$ cat src/rtl/accel_filter_hub.sv
// accel_filter_hub: multi-channel accelerometer conditioner.
// Samples NUM_CH signed channels every SAMPLE_DIV enabled clocks. Each
// channel keeps a 2^AVG_LOG2-deep moving-average window and applies a
// deadzone. Results are published as sign-extended 32-bit words behind a
// data_ready/rd_ack handshake with a saturating overrun counter.
//
// Handshake: data_ready is high while an unread result sits in filt_out.
// The CPU pulses rd_ack for one or more cycles to consume it. A new load
// always wins: it refreshes filt_out and keeps data_ready high. When a load
// lands on a cycle where data_ready is high and rd_ack is low, overrun_cnt
// counts the lost result, saturating at 255.
module accel_filter_hub #(
  parameter int NUM_CH     = 2,
  parameter int SAMPLE_W   = 9,
  parameter int AVG_LOG2   = 3,
  parameter int DEADZONE   = 4,
  parameter int SAMPLE_DIV = 50000
) (
  input  logic                       clock,
  input  logic                       reset,
  input  logic                       en,
  input  logic [NUM_CH*SAMPLE_W-1:0] raw_in,
  input  logic                       rd_ack,
  output logic [NUM_CH*32-1:0]       filt_out,
  output logic                       data_ready,
  output logic                       primed,
  output logic [7:0]                 overrun_cnt
);

  localparam int DEPTH  = 1 << AVG_LOG2;
  localparam int SUM_W  = SAMPLE_W + AVG_LOG2;
  localparam int DIV_W  = (SAMPLE_DIV > 1) ? $clog2(SAMPLE_DIV) : 1;
  localparam int FILL_W = AVG_LOG2 + 1;
  localparam logic [DIV_W-1:0]  DIV_LAST  = DIV_W'(SAMPLE_DIV - 1);
  localparam logic [FILL_W-1:0] FILL_FULL = FILL_W'(DEPTH);
  localparam logic signed [31:0] DZ_POS   = DEADZONE;
  localparam logic signed [31:0] DZ_NEG   = -DEADZONE;

  logic [DIV_W-1:0]           div_q;
  logic                       tick;
  logic [AVG_LOG2-1:0]        ptr_q;
  logic [FILL_W-1:0]          fill_q;
  logic                       s1_vld_q;
  logic signed [SAMPLE_W-1:0] buf_q   [NUM_CH][DEPTH];
  logic signed [SUM_W-1:0]    sum_q   [NUM_CH];
  logic signed [SUM_W-1:0]    sum_d   [NUM_CH];
  logic signed [SAMPLE_W-1:0] raw_s   [NUM_CH];
  logic signed [SUM_W-1:0]    avg_s   [NUM_CH];
  logic signed [31:0]         avg_ext [NUM_CH];
  logic [NUM_CH*32-1:0]       filt_d;
  logic [NUM_CH*32-1:0]       filt_q;
  logic                       ready_q;
  logic                       primed_q;
  logic [7:0]                 ovr_q;
  logic                       load;

  assign tick = en && (div_q == DIV_LAST);

  // Sample-rate divider: advances only while enabled, wraps on the tick.
  always_ff @(posedge clock or negedge reset) begin
    if (!reset) begin
      div_q <= '0;
    end else if (en) begin
      if (div_q == DIV_LAST) div_q <= '0;
      else                   div_q <= div_q + 1'b1;
    end
  end

  // Running-sum update: add the new sample, drop the one it replaces.
  always_comb begin
    for (int k = 0; k < NUM_CH; k++) begin
      raw_s[k] = $signed(raw_in[k*SAMPLE_W +: SAMPLE_W]);
      sum_d[k] = sum_q[k]
               + {{AVG_LOG2{raw_s[k][SAMPLE_W-1]}}, raw_s[k]}
               - {{AVG_LOG2{buf_q[k][ptr_q][SAMPLE_W-1]}}, buf_q[k][ptr_q]};
    end
  end

  // Stage 1: window write, sum update, pointer/fill advance on each tick.
  always_ff @(posedge clock or negedge reset) begin
    if (!reset) begin
      ptr_q    <= '0;
      fill_q   <= '0;
      s1_vld_q <= 1'b0;
      for (int k = 0; k < NUM_CH; k++) begin
        sum_q[k] <= '0;
        for (int i = 0; i < DEPTH; i++) buf_q[k][i] <= '0;
      end
    end else begin
      s1_vld_q <= tick;
      if (tick) begin
        ptr_q <= ptr_q + 1'b1;
        if (fill_q != FILL_FULL) fill_q <= fill_q + 1'b1;
        for (int k = 0; k < NUM_CH; k++) begin
          sum_q[k]        <= sum_d[k];
          buf_q[k][ptr_q] <= raw_s[k];
        end
      end
    end
  end

  // Stage 2 datapath: floor-average by arithmetic shift, then deadzone.
  always_comb begin
    filt_d = '0;
    for (int k = 0; k < NUM_CH; k++) begin
      avg_s[k]   = sum_q[k] >>> AVG_LOG2;
      avg_ext[k] = {{(32-SUM_W){avg_s[k][SUM_W-1]}}, avg_s[k]};
      if ((avg_ext[k] > DZ_POS) || (avg_ext[k] < DZ_NEG))
        filt_d[k*32 +: 32] = avg_ext[k];
    end
  end

  // A stage-2 load happens one cycle after a tick once the window is full.
  assign load = s1_vld_q && (fill_q == FILL_FULL);

  // Stage 2 output register, handshake and overrun accounting.
  always_ff @(posedge clock or negedge reset) begin
    if (!reset) begin
      filt_q   <= '0;
      ready_q  <= 1'b0;
      primed_q <= 1'b0;
      ovr_q    <= '0;
    end else if (load) begin
      filt_q   <= filt_d;
      ready_q  <= 1'b1;
      primed_q <= 1'b1;
      if (ready_q && !rd_ack && (ovr_q != 8'hFF)) ovr_q <= ovr_q + 1'b1;
    end else if (rd_ack && ready_q) begin
      ready_q <= 1'b0;
    end
  end

  assign filt_out    = filt_q;
  assign data_ready  = ready_q;
  assign primed      = primed_q;
  assign overrun_cnt = ovr_q;

endmodule
$ cat config.mk
export PLATFORM = sky130hd
export DESIGN_NAME = accel_filter_hub
export DESIGN_NICKNAME = d
export VERILOG_FILES = /design/src/rtl/accel_filter_hub.sv
export SDC_FILE = /design/constraint.sdc
export NUM_CORES = 1
export LEC_CHECK = 0
export CORE_MARGIN = 10
export CORE_UTILIZATION = 59
export CTS_CLUSTER_DIAMETER = 30
export DETAILED_ROUTE_END_ITERATION = 12
export GPL_TIMING_DRIVEN = 0
export HOLD_SLACK_MARGIN = 0.02
export PLACE_DENSITY = 0.87
export SYNTH_ARGS = -nofsm -noshare
export SYNTH_HDL_FRONTEND = slang
export SYNTH_SLANG_ARGS = --single-unit
$ cat constraint.sdc
create_clock -name clock -period 5.6 [get_ports clock]
set_clock_uncertainty 0.1 [all_clocks]
set_input_delay 1.12 -clock clock [delete_from_list [all_inputs] [get_ports clock]]
set_output_delay 1.12 -clock clock [all_outputs]
set_load 0.005 [all_outputs]
==> impl_metrics.csv <==
group,metric,value,unit
status,outcome,"complete, no violations",
place,port-buffer-count,95,
synthesis,muxShareOfSynthArea,19.1,%
setup_path,required,5.89,ns
synthesis,synth_nets,1041,
routing,vias,8352,
die,rows,51,
power_and_ir_drop,max-vdd-ir-drop,0.000201,V
clock_network,cts_sinks,220,
layout,seq_area,5510,um^2
clock_network,clk_pin_slew_worst_paths,0.05,ns
synthesis,synthFlopType,"dfrtp_1",
setup_path,arrival,5.67,ns
setup_path,rr_endpoint,"avg_ext[8]",
setup_path,ff2ff_setup_slack,0.22,ns
layout,multiInputGateArea,5210,um^2
timing,period_needed,5.38,ns
die,core_area,19300,um^2
global_route,overflow,0,
power_and_ir_drop,power.total,0.00445,W
clock_network,cts_root_buf,"clkbuf_16",
routing,finalWirelength,30900,um
setup_path,r2r-start,"ptr_q[2]",
synthesis,synthArstFlopShare,100,%
power_and_ir_drop,power.density,311,nW/um^2
layout,mostFrequentLayoutCells,"dfrtp_1, mux2_2, clkdlybuf4s50_1",
routing,drt_iter0_drc,743,
global_route,grt_pass1_wl,49700,um
timing,tightest_slew,1.16,ns
synthesis,synth_seq_cells,220,
routing,avgRoutedWirePerCell,22.0,um
die,die_area,25600,um^2
layout,fillers,1163,
clock_network,numCtsBuffers,42,
layout,fin_nets,1181,
die,io_pins,96,
synthesis,synth_compound_area_share,6.96,%
synthesis,seq_area_frac_synth,47.7,%
timing,slew_headroom,22.1,%
setup_path,critPathKind,"reg -> reg",
timing,fin_setup_tns,0,ns
routing,via_per_inst,5.94,
clock_network,cts_buffer_depth,3,
clock_network,post_cts.repair.setup_buffers,0,
timing,max_freq,186,MHz
clock_network,htree_levels,2,
timing,slew_violations,0,
global_route,first_global_vias,9006,
place,routabilityCongestion,0.909,
setup_path,critPathCaptureType,"flop",
flow_run,cap_violations,0,
routing,drcViolationCount,0,
synthesis,yosysWarnings,0,
layout,final_common_cell,"dfrtp_1",
clock_network,clock_latency,0.54,ns
place,dp_hpwl,19400,um
synthesis,synth.distinct_cells,54,
timing,finalSetupViolCount,0,
synthesis,synth_top_family_by_area,"multiplexers",
layout,instances_no_fill,1405,
setup_path,critPathCapture,"avg_ext[8]",
clock_network,cts_tree,"done",
setup_path,cp-startpoint,"ptr_q[2]",
timing,rsz0062_at_grt,"yes",
layout,layout-drive-gt1-share,25.7,%
routing,ant_nets,0,
synthesis,syn_area,11500,um^2
min_path,worstHoldPathType,"reg -> reg",
layout,finalInstanceArea,14300,um^2
synthesis,synthXorXnorAreaFrac,3.49,%
setup_path,crit_fanout,10,
global_route,antenna_found_initial,0,
setup_path,reg2reg_depth,14,
place,dp.cells,1327,
timing,holdWs,0.365,ns
timing,finalHoldViolations,0,
die,fp.dieW,160,um
routing,drt_first_pass_iters,5,
die,fp.dieH,160,um
power_and_ir_drop,power_leakage,6.73,nW
place,placed_area,12900,um^2
timing,period_share,96.1,%
synthesis,synth-simple-area-share,8.46,%
synthesis,synthCells,966,
synthesis,synth_edf_count,0,
layout,area_growth_syn_to_layout,24.0,%
setup_path,cp-start-kind,"flop",
global_route,grt_start_max_net_pins,112,
synthesis,synthAdderAreaFrac,7.18,%
synthesis,syn_area_per_cell,11.9,um^2
global_route,grt_use_total,24.2,%
die,initial_core_util,59.7,%
worst max-delay path, cell delays in order (launching register included):
cell      delay, ns
dfrtp_1        0.32
clkbuf_1       0.59
clkbuf_1       0.60
clkbuf_2       0.49
mux4_2         0.38
mux2_2         0.31
fa_1           0.54
inv_1          0.07
ha_1           0.28
a21o_1         0.14
nand4_1        0.21
a211oi_1       0.65
nor3_1         0.13
nor4_1         0.31
nand3_1        0.10
registers in the layout (all words and copies together) (netlist names):
signal	count
buf_q	144
avg_ext	18
filt_out	18
div_q	16
overrun_cnt	8
sum_q	6
fill_q	4
ptr_q	3
data_ready	1
primed	1
s1_vld_q	1
where the power goes:
group,internal (W),switching (W)
clock network,0.00170,0.000856
logic,0.0000973,0.000154
registers,0.00162,0.0000312
total,0.00341,0.00104
per-stage QoR:
step                util (%)  setup slack (ns)
floorplan                  -              1.28
global placement        66.3             -5.68
detailed placement      66.5             0.178
CTS                     73.9            0.0314
global route            74.0          -0.00594
finish                  74.0             0.218
kinds of logic after synthesis:
group / Yosys count
simple gates: 189
xor+xnor: 46
fa+ha+maj: 53
compound gates: 133
buf+inv: 165
flops: 220
mux: 160
Yosys cell counts, types with 3 or more instances:
library cell	count	area [um^2]
a211oi_1	3	22.5
o21ai_0	71	355
xor2_1	19	166
nand3_1	11	55.1
dfrtp_1	220	5510
clkbuf_1	26	97.6
a22o_1	18	158
buf_1	4	15.0
mux4_2	36	811
nor3_1	13	65.1
fa_1	22	440
mux2_2	118	1330
nand2_1	91	342
a21oi_1	18	90.1
buf_4	50	375
and3_1	5	31.3
nand2b_1	3	18.8
a21o_1	8	60.1
nor4_1	4	25.0
nor2_1	23	86.3
nand4_1	17	106
inv_1	82	308
xnor2_1	27	236
mux2i_1	6	60.1
ha_1	31	388
what timing repair did:
action | in CTS | in global routing
endpoints found under the setup margin | 0 | 3
hold buffers | 0 | 0
gates resized for setup | 0 | 10
final cells by class:
type | instances | area share, %
sequential | 220 | 38.5
multi-input combinational | 581 | 36.4
clock buffer | 51 | 7.79
timing repair buffer | 96 | 6.88
buffer | 83 | 3.67
tap | 265 | 2.32
clock inverter | 26 | 2.26
inverter | 82 | 2.15
antenna | 1 | 0.0175
how the worst min path moves through the flow:
stage | start | end | depth (start not counted)
after floorplan | buf_q[100] | buf_q[100] | 2
after global placement | primed | primed | 1
after detailed placement | primed | primed | 1
after CTS | primed | primed | 1
after global routing | primed | primed | 1
final | primed | primed | 1
layer usage:
| layer | part of all wire (%) | track usage, % |
|---|---|---|
| met1 | 38 | 28.0 |
| met2 | 48 | 39.3 |
| met3 | 9.4 | 8.41 |
| met4 | 4.5 | 12.3 |
| met5 | 0 | 0 |
Note: power is estimated with default switching activity, not from simulation.
